--- src/rtl/alu_share_arbiter.sv ---
// Round-robin arbiter sharing one external combinational ALU among NUM_REQ requesters.
// Winner is latched in IDLE, drives the ALU in ISSUE, and the screened result is held in RESP.
module alu_share_arbiter #(
  parameter int NUM_REQ = 4,
  parameter int DATA_W  = 32,
  parameter int OP_W    = 4,
  parameter int ID_W    = 2,
  parameter int CNT_W   = 16
) (
  input  logic                      clk,
  input  logic                      rst,
  input  logic [NUM_REQ-1:0]        req_valid,
  output logic [NUM_REQ-1:0]        req_ready,
  input  logic [NUM_REQ*OP_W-1:0]   req_op,
  input  logic [NUM_REQ*DATA_W-1:0] req_a,
  input  logic [NUM_REQ*DATA_W-1:0] req_b,
  output logic [OP_W-1:0]           alu_ctrl,
  output logic [DATA_W-1:0]         alu_a,
  output logic [DATA_W-1:0]         alu_b,
  input  logic [DATA_W-1:0]         alu_result,
  input  logic                      alu_zero,
  output logic                      rsp_valid,
  input  logic                      rsp_ready,
  output logic [ID_W-1:0]           rsp_id,
  output logic [DATA_W-1:0]         rsp_result,
  output logic                      rsp_zero,
  output logic                      rsp_err,
  output logic                      busy,
  output logic [CNT_W-1:0]          op_count
);

  typedef enum logic [1:0] {IDLE, ISSUE, RESP} state_t;

  localparam logic [ID_W-1:0] LAST_INIT = ID_W'(NUM_REQ - 1);
  localparam logic [OP_W-1:0] OP_ILL_LO = '0;
  localparam logic [OP_W-1:0] OP_ILL_HI = '1;
  localparam logic [OP_W-1:0] OP_DIV    = OP_W'(4);

  state_t state, state_next;

  logic [ID_W-1:0]   last_grant;
  logic [ID_W-1:0]   winner, hi_idx, lo_idx;
  logic              hi_found, lo_found;
  logic              accept, handshake, screen_err;

  logic [OP_W-1:0]   sel_op, lat_op;
  logic [DATA_W-1:0] sel_a, sel_b, lat_a, lat_b;
  logic [ID_W-1:0]   lat_id;

  // First valid index above last_grant wins; otherwise wrap to the lowest valid index.
  always_comb begin
    hi_found = 1'b0;
    lo_found = 1'b0;
    hi_idx   = '0;
    lo_idx   = '0;
    for (int i = 0; i < NUM_REQ; i++) begin
      if (req_valid[i]) begin
        if (!hi_found && (i > int'(last_grant))) begin
          hi_found = 1'b1;
          hi_idx   = ID_W'(i);
        end
        if (!lo_found) begin
          lo_found = 1'b1;
          lo_idx   = ID_W'(i);
        end
      end
    end
    winner = hi_found ? hi_idx : lo_idx;
  end

  assign accept    = (state == IDLE) && lo_found;
  assign handshake = (state == RESP) && rsp_valid && rsp_ready;

  always_comb begin
    sel_op    = '0;
    sel_a     = '0;
    sel_b     = '0;
    req_ready = '0;
    for (int i = 0; i < NUM_REQ; i++) begin
      if (ID_W'(i) == winner) begin
        sel_op       = req_op[i*OP_W +: OP_W];
        sel_a        = req_a[i*DATA_W +: DATA_W];
        sel_b        = req_b[i*DATA_W +: DATA_W];
        req_ready[i] = accept;
      end
    end
  end

  always_ff @(posedge clk or posedge rst) begin
    if (rst) begin
      state <= IDLE;
    end else begin
      state <= state_next;
    end
  end

  always_comb begin
    state_next = state;
    case (state)
      IDLE:    if (lo_found) state_next = ISSUE;
      ISSUE:   state_next = RESP;
      RESP:    if (handshake) state_next = IDLE;
      default: state_next = IDLE;
    endcase
  end

  always_ff @(posedge clk or posedge rst) begin
    if (rst) begin
      lat_op <= '0;
      lat_a  <= '0;
      lat_b  <= '0;
      lat_id <= '0;
    end else if (accept) begin
      lat_op <= sel_op;
      lat_a  <= sel_a;
      lat_b  <= sel_b;
      lat_id <= winner;
    end
  end

  // The ALU still sees screened operations; only the captured response is overridden.
  assign screen_err = (lat_op == OP_ILL_LO) || (lat_op == OP_ILL_HI) ||
                      ((lat_op == OP_DIV) && (lat_b == '0));

  always_ff @(posedge clk or posedge rst) begin
    if (rst) begin
      rsp_valid  <= 1'b0;
      rsp_id     <= '0;
      rsp_result <= '0;
      rsp_zero   <= 1'b0;
      rsp_err    <= 1'b0;
      last_grant <= LAST_INIT;
      op_count   <= '0;
    end else if (state == ISSUE) begin
      rsp_valid <= 1'b1;
      rsp_id    <= lat_id;
      if (screen_err) begin
        rsp_result <= '0;
        rsp_zero   <= 1'b1;
        rsp_err    <= 1'b1;
      end else begin
        rsp_result <= alu_result;
        rsp_zero   <= alu_zero;
        rsp_err    <= 1'b0;
      end
    end else if (handshake) begin
      rsp_valid  <= 1'b0;
      last_grant <= rsp_id;
      op_count   <= op_count + CNT_W'(1);
    end
  end

  assign alu_ctrl = (state == ISSUE) ? lat_op : '0;
  assign alu_a    = (state == ISSUE) ? lat_a  : '0;
  assign alu_b    = (state == ISSUE) ? lat_b  : '0;
  assign busy     = (state != IDLE);

endmodule

--- config.mk ---
export PLATFORM = sky130hd
export DESIGN_NAME = alu_share_arbiter
export DESIGN_NICKNAME = d
export VERILOG_FILES = /design/src/rtl/alu_share_arbiter.sv
export SDC_FILE = /design/constraint.sdc
export NUM_CORES = 1
export LEC_CHECK = 0
export BUFFER_PORTS_ARGS = -buffer_cell sky130_fd_sc_hd__buf_4
export CAP_MARGIN = 20
export CORE_AREA = 2 2 169 171
export CTS_BUF_LIST = sky130_fd_sc_hd__clkbuf_8 sky130_fd_sc_hd__clkbuf_16
export CTS_CLUSTER_SIZE = 8
export DETAILED_ROUTE_END_ITERATION = 10
export DIE_AREA = 0 0 171 173
export GPL_ROUTABILITY_DRIVEN = 0
export RECOVER_POWER = 25
export SETUP_SLACK_MARGIN = 0.02
export SLEW_MARGIN = 20
export SYNTH_ARGS = -nofsm -noshare
export SYNTH_HDL_FRONTEND = slang
export SYNTH_SLANG_ARGS = --single-unit
--- constraint.sdc ---
create_clock -name clk -period 6.2 [get_ports clk]
set_input_delay 0.31 -clock clk [delete_from_list [all_inputs] [get_ports clk]]
set_output_delay 0.31 -clock clk [all_outputs]
set_load 0.005 [all_outputs]
==> impl_metrics.tcl <==
set metrics [dict create \
    status "complete, but fails checks" \
    failed_checks "max-capacitance violations, max-slew violations" \
    rows 61 \
    cts_buffer_depth 2 \
    area_growth_pct 52.4 \
    synth-edff-count 0 \
    synth.avg_cell_area_sq_um 10.5 \
    routed_wl_um 28500 \
    gr-total-overflow 0 \
    synth_commonest_cells "dfrtp_1, nor2_1, mux2i_1" \
    period_minus_slack_ns 3.14 \
    cp_max_fo 70 \
    grt_usage_pct 18.9 \
    regToRegSetupSlack_ns 3.48 \
    cpMaxStageDelayCell "inv_4" \
    power_mw 5.10 \
    setup-violations-final 0 \
    ys.flop_type "dfrtp_1" \
    stdcell_area_sq_um 11700 \
    synth_top_area_cell "dfrtp_1" \
    htree_levels 4 \
    die_x_um 171 \
    grt_max_degree 145 \
    root_buffer "clkbuf_16" \
    cts_tree "built" \
    critPathKind "register to primary output" \
    ios 438 \
    hold_viol_final 0 \
    clock_latency_ns 0.42 \
    cts_hold_buffers 0 \
    antenna_left 0 \
    crit_path_frequent_cell "buf_4" \
    initial_utilization_pct 27.8 \
    place_area_sq_um 11200 \
    drtIter0Drc 389 \
    grt_busiest_layer "met2" \
    slowest_delay_ns 0.58 \
    cp-start-kind "register" \
    grt_antenna_before_repair 2 \
    yosys-top-cells-area "dfrtp_1, a211oi_2, mux2i_1" \
    cp.buffers_inverters 3 \
    crit_required_ns 5.89 \
    ys_types 43 \
    finalSetupTns_ns 0 \
    met2_usage_pct 33.2 \
    relSlewSlack_pct -151 \
    post-cts-setup-buffers 0 \
    async_reset_ff_share_pct 100 \
    grt_pass1_vias 7496 \
    maxCapViolations 2 \
    drc_errors 0 \
    cts_sinks 127 \
    worstHoldPathType "input pin to register" \
    p_per_area_nw_per_um2 435 \
    drive_above_1_share_pct 48.4 \
    fp.dieH_um 173 \
    vias 7220 \
    grtUsageMet1_pct 22.7 \
    slew_viol_final 116 \
    netlist.area_leader.share_pct 40.7 \
    wl_per_cell_um 18.6 \
    die-area_sq_um 29600 \
    nets 1452 \
    arrival_ns 2.83 \
    power.static_leakage_nw 5.46 \
    cp_top_family "buffers and inverters" \
    dp_hpwl_um 20900 \
    numCtsBuffers 17 \
    yosysWarningCount 0 \
    syn-cell-area_sq_um 7690 \
    met3_usage_pct 4.94 \
    io_buffers 437 \
    netlist_instances 734 \
    synth_nets 1047 \
    timing.final.crit_share_pct 50.6 \
    worstPathCellList "or2_1 -> a21o_4 -> inv_4 -> o21ai_4 -> buf_4 -> nor2b_1 -> buf_4" \
    grt_setup_unrepaired "no" \
    grt_pass1_wl_um 42900 \
    clk_pin_slew_worst_paths_ns 0.07 \
    tightest_slew_ns 3.75 \
    fin_skew_ns 0.0166 \
    fill_cells 2759 \
    vias_per_cell 4.72 \
    vdd_ir_drop_max_v 0.000226 \
    worstSetupEndpointType "primary output" \
    cts_resized 0 \
    ys_ff_latch 127 \
    yosysSeqAreaShare_pct 41.4 \
    fmax_ghz 0.319 \
    drt_first_pass_iters 5 \
    coreArea_sq_um 27600 \
    yosysMostFrequentCell "dfrtp_1" \
]
[routing by layer]
metal	vias up	wire (um)	share of wire, %
met5	-	0	0
met4	0	381	1.3
met3	19	2170	7.6
met2	288	14300	50
met1	3457	11600	41
li1	3456	-	-
[flip-flops by register name, indices dropped and copies added, names as in the netlist]
name        flops
lat_a          32
lat_b          32
rsp_result     32
op_count       16
lat_op          4
last_grant      2
lat_id          2
rsp_id          2
state           2
rsp_err         1
rsp_valid       1
rsp_zero        1
[final cells by class]
| cell class | count | area (sq um) | area share (%) |
|---|---|---|---|
| well taps | 378 | 473 | 4.04 |
| diodes | 1 | 2.50 | 0.0214 |
| clock buffers | 18 | 439 | 3.75 |
| inverters | 5 | 22.5 | 0.192 |
| repair buffers | 445 | 3350 | 28.6 |
| multi-input cells | 543 | 4110 | 35.0 |
| flip-flops and latches | 127 | 3180 | 27.1 |
| clock inverters | 14 | 146 | 1.25 |
[final timing paths]
| kind | from | endpoint | depth (start not counted) |
|---|---|---|---|
| worst max-delay path | state[1] | req_ready[3] | 7 |
| worst min-delay path | alu_result[23] | rsp_result[23] | 2 |
| worst max register to register | state[1] | lat_b[24] | 7 |
| worst min register to register | op_count[15] | op_count[15] | 1 |
| max in group asynchronous | rst | lat_b[19] | 3 |
| min in group asynchronous | rst | lat_a[6] | 2 |
[cells in the final DEF, fill, tap and decap left out, types with 8 or more instances in the layout]
cell,instances
buf_4,431
dfrtp_1,125
nor2_1,78
mux2i_1,73
and2_1,69
a211oi_2,68
nor2b_1,63
a211oi_1,60
a22o_1,32
nand2_1,31
clkbuf_16,17
clkbuf_4,12
xnor2_1,11
nand4_1,8
nor4_1,8
[metrics by stage]
step           worst slack, ns  std cells  utilization, %  hold WS, ns
2_1_floorplan             2.51        734               -        0.432
3_3_place_gp              3.41       1498            40.4        0.448
3_5_place_dp              3.37       1498            40.4        0.456
4_1_cts                   2.94       1530            42.5       0.0513
5_1_grt                   2.69       1531            42.4       0.0946
6_report                  3.06       1531            42.4        0.112
[cells by family (layout without fill, tap and decap cells)]
group	count (synthesis)	count (layout)	share of synthesized area, %
AND/OR/NAND/NOR	279	279	19.6
adder cells (fa/ha/maj)	1	1	0.163
buffers and inverters	64	482	5.48
multiplexers	73	73	9.50
XOR/XNOR	15	15	1.71
flip-flops	127	127	41.4
other	0	1	0
AO/OA/AOI/OAI	175	175	22.2
[where the power goes]
part	internal, mW	switching [mW]
Sequential	1.21	0.268
Combinational	1.25	1.34
Clock	0.579	0.450
(Power assumes the default switching activity.)
